===== src/rtl/doodle_pkg.sv =====
// Shared doodle-game constants, platform table entry layout and collider FSM states.
package doodle_pkg;

  localparam int unsigned SCREEN_WIDTH = 640;
  localparam int unsigned SCREEN_HEIGHT = 480;
  localparam int unsigned BLOCK_WIDTH = 40;
  localparam int unsigned BLOCK_HEIGHT = 5;
  localparam int unsigned COORD_W = 32;

  typedef struct packed {
    logic [COORD_W-1:0] x;
    logic [COORD_W-1:0] y;
    logic               valid;
  } platform_t;

  typedef enum logic [1:0] {
    ST_IDLE   = 2'd0,
    ST_SCAN   = 2'd1,
    ST_REPORT = 2'd2
  } scan_state_e;

endpackage


===== src/rtl/platform_hit_test.sv =====
// Combinational landing test of a snapshotted doodle against one platform entry.
module platform_hit_test
  import doodle_pkg::*;
#(
  parameter int unsigned BLOCK_WIDTH  = 40,
  parameter int unsigned BLOCK_HEIGHT = 5,
  parameter int unsigned DOODLE_WIDTH = 20
) (
  input  logic [COORD_W-1:0] snap_x_i,
  input  logic [COORD_W-1:0] snap_y_i,
  input  logic               snap_falling_i,
  input  platform_t          entry_i,
  output logic               hit_c_o
);

  localparam int unsigned SUM_W = COORD_W + 1;

  logic [SUM_W-1:0] sx, sy, px, py;
  logic             y_ok, x_ok;

  // One extra bit keeps every sum free of wrap-around.
  assign sx = SUM_W'(snap_x_i);
  assign sy = SUM_W'(snap_y_i);
  assign px = SUM_W'(entry_i.x);
  assign py = SUM_W'(entry_i.y);

  assign y_ok = (py <= sy) && (sy <= py + SUM_W'(BLOCK_HEIGHT));
  assign x_ok = (sx + SUM_W'(DOODLE_WIDTH) > px) && (sx < px + SUM_W'(BLOCK_WIDTH));

  assign hit_c_o = entry_i.valid && snap_falling_i && y_ok && x_ok;

endmodule


===== src/rtl/platform_collider.sv =====
// Platform table with a sequential, one-entry-per-clock collision scanner started by physics ticks.
module platform_collider
  import doodle_pkg::*;
#(
  parameter int unsigned NUM_BLOCKS   = 8,
  parameter int unsigned BLOCK_WIDTH  = 40,
  parameter int unsigned BLOCK_HEIGHT = 5,
  parameter int unsigned DOODLE_WIDTH = 20
) (
  input  logic                          clk,
  input  logic                          reset,
  input  logic                          physics_update,
  input  logic [COORD_W-1:0]            doodle_x,
  input  logic [COORD_W-1:0]            doodle_y,
  input  logic                          falling,
  input  logic                          wr_en,
  input  logic [$clog2(NUM_BLOCKS)-1:0] wr_index,
  input  logic [COORD_W-1:0]            wr_x,
  input  logic [COORD_W-1:0]            wr_y,
  input  logic                          wr_valid,
  input  logic [$clog2(NUM_BLOCKS)-1:0] rd_index,
  output logic [COORD_W-1:0]            rd_x,
  output logic [COORD_W-1:0]            rd_y,
  output logic                          rd_valid,
  output logic                          has_collide,
  output logic [$clog2(NUM_BLOCKS)-1:0] collide_index,
  output logic                          scan_done
);

  localparam int unsigned IDX_W = $clog2(NUM_BLOCKS);
  localparam logic [IDX_W-1:0] LAST_IDX = IDX_W'(NUM_BLOCKS - 1);

  platform_t          table_q [NUM_BLOCKS];
  scan_state_e        state_q, state_d;
  logic [IDX_W-1:0]   ptr_q, hit_idx_q;
  logic               hit_q, pending_q, pending_d, phys_prev_q;
  logic [COORD_W-1:0] snap_x_q, snap_y_q;
  logic               snap_falling_q;
  logic               start_c, last_c, snap_load_c, test_c, publish_c, entry_hit_c;

  assign start_c = physics_update && !phys_prev_q;
  assign last_c  = (ptr_q == LAST_IDX);

  platform_hit_test #(
    .BLOCK_WIDTH  (BLOCK_WIDTH),
    .BLOCK_HEIGHT (BLOCK_HEIGHT),
    .DOODLE_WIDTH (DOODLE_WIDTH)
  ) u_hit (
    .snap_x_i       (snap_x_q),
    .snap_y_i       (snap_y_q),
    .snap_falling_i (snap_falling_q),
    .entry_i        (table_q[ptr_q]),
    .hit_c_o        (entry_hit_c)
  );

  always_ff @(posedge clk) begin
    if (reset) state_q <= ST_IDLE;
    else       state_q <= state_d;
  end

  always_comb begin
    state_d = state_q;
    case (state_q)
      ST_IDLE:   if (start_c) state_d = ST_SCAN;
      ST_SCAN:   if (last_c) state_d = ST_REPORT;
      ST_REPORT: state_d = (pending_q || start_c) ? ST_SCAN : ST_IDLE;
      default:   state_d = ST_IDLE;
    endcase
  end

  // A tick arriving in REPORT is started immediately along with any pending one.
  always_comb begin
    snap_load_c = 1'b0;
    test_c      = 1'b0;
    publish_c   = 1'b0;
    pending_d   = pending_q;
    case (state_q)
      ST_IDLE:   snap_load_c = start_c;
      ST_SCAN: begin
        test_c    = 1'b1;
        publish_c = last_c;
        pending_d = pending_q || start_c;
      end
      ST_REPORT: begin
        snap_load_c = pending_q || start_c;
        pending_d   = 1'b0;
      end
      default: ;
    endcase
  end

  // Table storage and renderer read port; reads see pre-write contents.
  always_ff @(posedge clk) begin
    if (reset) begin
      for (int i = 0; i < NUM_BLOCKS; i++) table_q[i].valid <= 1'b0;
      rd_x     <= '0;
      rd_y     <= '0;
      rd_valid <= 1'b0;
    end else begin
      if (wr_en) table_q[wr_index] <= '{x: wr_x, y: wr_y, valid: wr_valid};
      rd_x     <= table_q[rd_index].x;
      rd_y     <= table_q[rd_index].y;
      rd_valid <= table_q[rd_index].valid;
    end
  end

  // Scanner datapath; results publish on the last test so they show in the REPORT cycle.
  always_ff @(posedge clk) begin
    if (reset) begin
      phys_prev_q    <= 1'b1;
      pending_q      <= 1'b0;
      ptr_q          <= '0;
      hit_q          <= 1'b0;
      hit_idx_q      <= '0;
      snap_x_q       <= '0;
      snap_y_q       <= '0;
      snap_falling_q <= 1'b0;
      has_collide    <= 1'b0;
      collide_index  <= '0;
      scan_done      <= 1'b0;
    end else begin
      phys_prev_q <= physics_update;
      pending_q   <= pending_d;
      scan_done   <= publish_c;
      if (snap_load_c) begin
        snap_x_q       <= doodle_x;
        snap_y_q       <= doodle_y;
        snap_falling_q <= falling;
        ptr_q          <= '0;
        hit_q          <= 1'b0;
        hit_idx_q      <= '0;
      end else if (test_c) begin
        ptr_q <= ptr_q + IDX_W'(1);
        if (entry_hit_c && !hit_q) begin
          hit_q     <= 1'b1;
          hit_idx_q <= ptr_q;
        end
      end
      if (publish_c) begin
        has_collide   <= hit_q || entry_hit_c;
        collide_index <= hit_q ? hit_idx_q : (entry_hit_c ? ptr_q : '0);
      end
    end
  end

endmodule


===== config.mk =====
export PLATFORM = sky130hd
export DESIGN_NAME = platform_collider
export DESIGN_NICKNAME = d
export VERILOG_FILES = /design/src/rtl/doodle_pkg.sv /design/src/rtl/platform_hit_test.sv /design/src/rtl/platform_collider.sv
export SDC_FILE = /design/constraint.sdc
export NUM_CORES = 1
export LEC_CHECK = 0
export CAP_MARGIN = 20
export CORE_MARGIN = 2
export CORE_UTILIZATION = 65
export CTS_CLUSTER_DIAMETER = 150
export DETAILED_ROUTE_END_ITERATION = 7
export PLACE_DENSITY = 0.86
export SLEW_MARGIN = 20
export SYNTH_ARGS = -nofsm -noshare
export SYNTH_HDL_FRONTEND = slang
export SYNTH_SLANG_ARGS = --single-unit
export TNS_END_PERCENT = 30

===== constraint.sdc =====
create_clock -name clk -period 15.55 [get_ports clk]
set_input_delay 1.555 -clock clk [delete_from_list [all_inputs] [get_ports clk]]
set_output_delay 1.555 -clock clk [all_outputs]
set_load 0.05 [all_outputs]

* Yosys cells after proc, flatten, opt, wreduce, memory -nomap -nowiden *
Memories as Yosys holds them, arrays and structs flattened. A register that Yosys moved wholly into a read port is not among the register bits.
Cells that the tools add are included.
Widths: inputs -> output; s select.

cells by class
  add/sub/neg operators = 4
  magnitude comparators = 4
  equal/unequal tests = 5
  mux-type cells = 20
  reductions and logical operators = 17

operators by type and width
  operator               count
  $mux 65                1
  $reduce_or 65->1       1
  $add 32x3->33 const B  1
  $add 32x5->33 const B  1
  $add 32x6->33 const B  1
  $gt 33x32->1           1
  $le 32x33->1           1
  $lt 32x33->1           1
  $le 32x32->1           1
  $mux 3                 5
  $mux 1                 8
  $logic_and 1x1->1      7
  $mux 2                 3
  $pmux 2 s3             1
  $ne 2x2->1 const B     2
  $pmux 1 s2             2
  $reduce_and 2->1       2
  $add 3x1->3 const B    1
  $eq 3x3->1 const B     1
  $eq 2x1->1 const B     1
  $eq 2x2->1 const B     1
  $logic_not 1->1        2
  $logic_not 2->1        1
  $logic_or 1x1->1       2
  other kinds (2)        2

word-level totals
  register bits = 81
  RAM bits = 520
  logic and storage cells = 63
  memories = 1

memory list
  memory   depth  bits a word  read ports  clocked after Yosys merged registers in  wr ports  RTL line                 text
  table_q  8      65           2           2                                        8         platform_collider.sv:33  platform_t table_q [NUM_BLOCKS];

* Depth between registers and ports, before layout *
Gate-level depths: netlist of run 1.

  depth after elaboration = 7
  gate-level depth with buffers = 26
  gate-level depth less buffers = 21

* Hierarchy *
Synthesis of run 1 repeated with hierarchy kept, for this count alone.

second synthesis, totals
  cell total of the unflattened synthesis = 2069
  area total of the unflattened synthesis = 32140.8 um^2

by module, submodules not included
  module             times used  cells an instance  area an instance (um^2)  sequential area each (um^2)
  platform_collider  1           1454               27667.8                  18597.8
  platform_hit_test  1           615                4473.0                   0.0

* Worst setup path after synthesis of run 1 *
Ideal clock, no wire load.

  path type = input port to flip-flop
  from = input port reset
  to = memory table_q[0][0] (netlist bit) (enable)
  setup time = 313 ps
  arrival = 7159 ps
  required time = 15237 ps
  path slack = 8078 ps
  cell stages on the path = 4
  buffers on the path = 1
  path through = clkbuf_1 or3b_2 nor3_1 or2_2

RTL lines
  what             RTL line                 text
  start, declared  platform_collider.sv:11  input logic reset,
  end, declared    platform_collider.sv:33

==> metrics.csv, run 1 <==
metric;value;unit
Post-synth EDFFs;520;
first-pass GRT wire length;133000;um
top_reg_cell synth;edfxtp_1;
min Tclk post-route;6.83;ns
critical path startpoint category;register;
final hold violation count;0;
Synth top cells by count;edfxtp_1 (520), mux4_2 (241), nand2_1 (234), dfxtp_1 (149), ha_1 (135);
top-area cell type share of the netlist area;47.3;%
Distinct cells, synth;78;
worst path cell trace;buf_4, buf_4, mux4_1, a211oi_1, a211oi_4, nand4_4, or4_4, or3b_4, nor3b_2, xor2_1, ha_1, a21o_1, a21o_1, a211oi_1, o211ai_1, o32ai_1, nor2_1, nor4_2, o31a_1;
Worst Hold Class;register to register;
Final Util;75.1;%
worst slew pin tran;1.11;ns
H-tree Lvls;3;
Die Span Y;229;um
core footprint;50200;sq um
slew margin rel.;25.4;%
num rows;82;
worst-skew pair later-pin latency;0.63;ns
worst endpoint required time;16.09;ns
status;finished, final reports clean;
die width;229;um
max-slew violation count;0;
CP endpoint kind;register;
Yosys warnings;0;
Cell Count, Final, Fillers Out;3119;
Final Skew;0.0307;ns
cts-stage hold buffer count;0;
CP peak stage delay;0.80;ns
Setup Fix Bufs, Post-CTS;0;
cell taking the most area after synthesis;edfxtp_1;
number of global-route vias before repair;21900;
DR pass1 iterations;5;
Power Density;111;nW/um^2
Peak supply drop;0.0964;mV
initial antenna violation count;8;
nets;2666;
Cells after DPL;2994;
critical setup path kind;register to register;
initial DRC count;2529;
port bufs;209;
fmax;146;MHz
pin count of the biggest net entering global routing;73;
hold_sp;hit_idx_q[0]$_SDFFE_PP0P_;
Clock transition at path regs;0.07;ns
CP Max Fanout;53;
syn nets;2475;
fill cell count;2883;
cells after synthesis;2200;
Total Wirelength;86600;um
DRC;0;
I/O pins;210;
CTS tree;yes;
asr flop ratio synth;0;%
final HPWL from detailed placement;55800;um
via count;21200;
wire length per cell;27.8;um
Final Cycle Share;43.9;%
area delta synth->final;14.2;%
Netlist Area Pre-Place;33000;sq um
endpoints failing setup;0;
RSZ-0062 raised after global routing;false;
synth top area cells;edfxtp_1 (47%), mux4_2 (16%), dfxtp_1 (9.0%);
RePlAce Congestion;0.960;
TNS Setup;0;ns
Overflow after GRT;0;
Pleak;13.1;nW
Slowest cell on crit path;buf_4;
Seq cells post-synth;669;
post-route ant nets;0;
GRT Overall Usage;33.7;%
count leader, synth;edfxtp_1;
layout cells sized above 1;17.6;%
synthesized area per cell;15.0;sq um
DR vias/cell;6.79;
die area;52600;sq um
Initial Util;65.8;%
Clock Sink Count;669;
Worst EP arrival;7.37;ns
Max Cap Violations;0;
Seq/Total Area, Yosys;56.3;%
clk buf depth;3;
CTS Buf Count;67;
Resized Gates After CTS;0;
Root Buffer Master;clkbuf_16;
[stage by stage]
step / setup slack, ns / hold WS (ns) / power, mW / cell area, sq um
2_1_floorplan: 8.08 / 0.435 / 2.42 / 33000
6_report: 8.72 / 0.467 / 4.18 / 37700
3_5_place_dp: 8.73 / 0.456 / 2.59 / 35500
4_1_cts: 8.66 / 0.466 / 4.19 / 37700
3_3_place_gp: 8.91 / 0.448 / 2.57 / 35500
5_1_grt: 8.14 / 0.501 / 4.30 / 37700
[layer usage]
layer | share of wire (%) | global-route usage, %
met2 | 48 | 53.6
met4 | 3.1 | 11.9
met1 | 38 | 46.6
met3 | 11 | 7.72
met5 | 0.051 | 0
[power breakdown]
| part | total [mW] | switching [mW] | internal [mW] |
|---|---|---|---|
| clock | 1.61 | 0.689 | 0.917 |
| combinational | 0.552 | 0.313 | 0.239 |
| sequential | 2.02 | 0.0412 | 1.98 |
| total | 4.18 | 1.04 | 3.13 |
[final timing paths]
check / depth (start not counted) / to / slack, ns
worst max-delay path: 19 / has_collide$_SDFFE_PP0P_ / 8.72
worst min-delay path: 2 / hit_idx_q[0]$_SDFFE_PP0P_ / 0.47
worst max register to register: 19 / has_collide$_SDFFE_PP0P_ / 8.72
worst min register to register: 2 / hit_idx_q[0]$_SDFFE_PP0P_ / 0.47
[registers in the layout, indices dropped and copies added, names as in the netlist, 2 cells and up, named ones only]
| name | flops |
|---|---|
| hit_idx_q | 3 |
| state_q | 2 |
| rd_y | 32 |
| collide_index | 3 |
| rd_x | 32 |
| snap_y_q | 32 |
| snap_x_q | 32 |
| table_q | 520 |
| ptr_q | 3 |
[kinds of logic (layout without fill, tap and decap cells)]
group                      after synthesis  count (layout)  synth area share, %
AOI/OAI and AO/OA                      218             218                 4.17
xor gates and xnor gates                85              85                 2.26
adders and majority gates              135             135                 5.12
buffers and inverters                  183             426                 2.87
DFF                                    669             669                 56.3
muxes                                  382             382                 21.7
other                                    0               4                    0
and+or+nand+nor                        528             528                 7.59
[worst max-delay path, delay by kind of cell (launching register included)]
family | cells | cell delay, ns
buf+inv | 2 | 1.42
flops | 1 | 0.66
simple gates | 6 | 1.82
fa+ha+maj | 1 | 0.27
mux | 1 | 0.45
xor+xnor | 1 | 0.17
compound gates | 8 | 1.86
[cells in the final DEF (no fill, tap or decap), types with 6 or more instances in the layout]
cell type / synthesis / routed
clkbuf_16: 0 / 67
xor2_1: 31 / 31
nor2b_1: 10 / 10
a21o_1: 36 / 36
mux4_2: 241 / 241
clkdlybuf4s50_1: 0 / 205
xnor2_1: 54 / 54
nand3b_1: 6 / 6
mux2_2: 13 / 13
and2_1: 18 / 17
clkbuf_1: 51 / 16
nor2_1: 115 / 109
inv_1: 71 / 71
nand2b_1: 10 / 10
nand2_1: 234 / 233
mux2i_1: 109 / 109
nor3_1: 16 / 14
nand4_1: 33 / 33
nor2_4: 0 / 6
mux4_1: 17 / 17
buf_4: 6 / 26
edfxtp_1: 520 / 520
clkinv_2: 0 / 10
a21oi_1: 106 / 106
clkbuf_8: 0 / 7
o21a_1: 6 / 6
a211oi_1: 13 / 13
or2_2: 11 / 11
dfxtp_1: 149 / 146
ha_1: 135 / 135
nand3_1: 35 / 35
o21ai_0: 17 / 17
[area by class of cell]
type / count / area [sq um] / area share (%)
sequential: 669 / 18600 / 49.4
multi-input combinational: 1348 / 13500 / 35.9
timing repair buffer: 233 / 2270 / 6.03
clock buffer: 90 / 1820 / 4.84
tap: 672 / 841 / 2.23
clock inverter: 31 / 342 / 0.906
inverter: 72 / 270 / 0.717
antenna: 4 / 10.0 / 0.0266
Power figures use the tool's default switching activity.
==> run 2: changes to the inputs <==
CORE_UTILIZATION = 60   (was 65)
PLACE_DENSITY = 0.81   (was 0.86)
clock period = 6.86 ns   (was 15.55 ns; I/O delays follow)
==> run 2 against run 1 <==
Against the previous run:
- combinational power grew 120%
- non-clock buffer count increased by 14
- wire length is 2.2% lower
- global-route usage down 3.4 points
- first-iteration DRC count down 7.1%
- via count fell by 1.0%
- clock-buffer cell count increased by 6
- critical endpoint is now collide_index[2]$_SDFFE_PP0P_
- design area is 0.71% higher
- clock power is 130% higher
- cell count increased by 1.5%
- worst hold slack gained 0.0051 ns
==> metrics.csv, run 2 (synthesis results as in run 1) <==
metric;value;unit;change
port bufs;209;;unchanged
initial DRC count;2349;;was 2,529
initial antenna violation count;7;;was 8
worst endpoint required time;7.41;ns;was 16.09 ns
status;finished, final reports clean;;unchanged
first-pass GRT wire length;128000;um;was 133,000 um
number of global-route vias before repair;21300;;was 21,900
most frequent cells in the layout;edfxtp_1 (520), mux4_2 (241), nand2_1 (233);;unchanged
RSZ-0062 raised after global routing;false;;unchanged
top layer used by detailed routing;met5;;unchanged
Resized Gates After CTS;0;;unchanged
area delta synth->final;15.0;%;was 14.2%
Die Span Y;239;um;was 229 um
met3 WL;9150;um;was 9780 um
num rows;85;;was 82
TNS Setup;0;ns;unchanged
Final Skew;0.0133;ns;was 0.0307 ns
worst slew pin tran;1.07;ns;was 1.11 ns
CTS tree;yes;;unchanged
H-tree Lvls;3;;unchanged
Peak supply drop;0.227;mV;was 0.0964 mV
DR pass1 iterations;5;;unchanged
Root Buffer Master;clkbuf_16;;unchanged
critical setup path kind;register to register;;unchanged
Total Wirelength;84700;um;was 86,600 um
Power Density;252;nW/um^2;was 111 nW/um^2
slew margin rel.;28.6;%;was 25.4%
Clock Sink Count;669;;unchanged
via count;21000;;was 21,200
Initial Util;61.0;%;was 65.8%
WL met1;33500;um;was 32,500 um
DRC;0;;unchanged
Pleak;13.2;nW;was 13.1 nW
max-slew violation count;0;;unchanged
GRT Overall Usage;30.3;%;was 33.7%
clk buf depth;3;;unchanged
Worst EP arrival;6.58;ns;was 7.37 ns
Final Cycle Share;87.9;%;was 43.9%
final HPWL from detailed placement;55700;um;was 55,800 um
final hold slack;0.472;ns;was 0.467 ns
die area;56900;sq um;was 52,600 sq um
CP Max Fanout;58;;was 53
worst-skew pair later-pin latency;0.61;ns;was 0.63 ns
fmax;166;MHz;was 146 MHz
max reg flops;520;;unchanged
min Tclk post-route;6.03;ns;was 6.83 ns
layout cells sized above 1;18.2;%;was 17.6%
nets;2682;;was 2,666
wire length per cell;26.7;um;was 27.8 um
met2 wire len;39700;um;was 41,500 um
I/O pins;210;;unchanged
CTS Buf Count;69;;was 67
most common cell after layout, fill and taps aside;edfxtp_1;;unchanged
final hold violation count;0;;unchanged
Setup Fix Bufs, Post-CTS;0;;unchanged
Hold Crit Depth;2;;unchanged
core footprint;54100;sq um;was 50,200 sq um
endpoints failing setup;0;;unchanged
Biggest register;table_q;;unchanged
Clock transition at path regs;0.06;ns;was 0.07 ns
cts-stage hold buffer count;0;;unchanged
critical path startpoint category;register;;unchanged
Overflow after GRT;0;;unchanged
Max Cap Violations;0;;unchanged
RePlAce Congestion;0.958;;was 0.960
die width;239;um;was 229 um
R2R depth;17;;was 19
CP endpoint kind;register;;unchanged
Worst Hold Class;register to register;;unchanged
DR vias/cell;6.62;;was 6.79
post-route ant nets;0;;unchanged
pin count of the biggest net entering global routing;77;;was 73
==> run 2: changes by cell type in the layout (fill, tap and decap cells not counted), moves of 2 or more <==
cell       delta
clkinv_1      +2
clkinv_2      +4
clkinv_4      -2
clkbuf_16     +7
diode_2       +3
buf_4        +14
==> run 2: area by class of cell <==
cell class	instances	area, sq um
inverter	72	270
clock inverter	32	288
timing repair buffer	247	2390
multi-input combinational	1348	13500
tap	696	871
fill	3412	16200
clock buffer	96	1990
sequential	669	18600
antenna	7	17.5
==> run 2: power by group <==
| group | internal, mW | leakage (nW) | switching [mW] |
|---|---|---|---|
| combinational | 0.545 | 6.20 | 0.677 |
| sequential | 4.48 | 5.93 | 0.108 |
| clock | 2.20 | 1.12 | 1.55 |
==> run 2: worst paths after layout <==
kind,startpoint,endpoint,slack [ns]
worst min register to register,snap_x_q[0]$_SDFFE_PP0P_,snap_x_q[0]$_SDFFE_PP0P_,0.47
worst max-delay path,register,collide_index[2]$_SDFFE_PP0P_,0.83
worst min-delay path,snap_x_q[0]$_SDFFE_PP0P_,snap_x_q[0]$_SDFFE_PP0P_,0.47
worst max register to register,register,collide_index[2]$_SDFFE_PP0P_,0.83
==> run 2: metrics by stage <==
stage          cell area (sq um)  total power, mW  std cells  util, %  setup slack (ns)
6_report                   38000             9.56       3167     70.1             0.831
5_1_grt                    38000             9.86       3163     70.1             0.525
4_1_cts                    37900             9.58       3160     70.1             0.860
3_5_place_dp               35700             5.87       3032     65.9             0.926
3_3_place_gp               35700             5.83       3032     65.9              1.12
2_1_floorplan              33000             5.48       2200        -             0.257
==> run 2: routing by layer <==
layer / vias to the layer above / global-route usage, %
li1: 8984 / -
met1: 10600 / 43.3
met2: 1201 / 47.6
met3: 188 / 5.54
met4: 4 / 10.4
met5: - / 0
==> run 2: critical path, cell delays in order (launching register included) <==
cell and delay, ns:
dfxtp_4 1.01, buf_12 0.30, mux4_2 0.30, nand4b_1 0.15, a21oi_1 0.40, nand4_1 0.33
or3b_1 0.53, nor2_1 0.29, nand3_1 0.15, xor2_1 0.17, ha_1 0.20, a2111oi_0 0.40
o21ai_0 0.21, a211o_1 0.31, a211oi_1 0.25, o32ai_2 0.21, nor4_2 0.53, a21o_1 0.19
==> run 3: changes to the inputs <==
CAP_MARGIN = unset   (was 20)
==> results of run 3 <==
No change in the layout: final DEF, timing and power equal those of run 2.
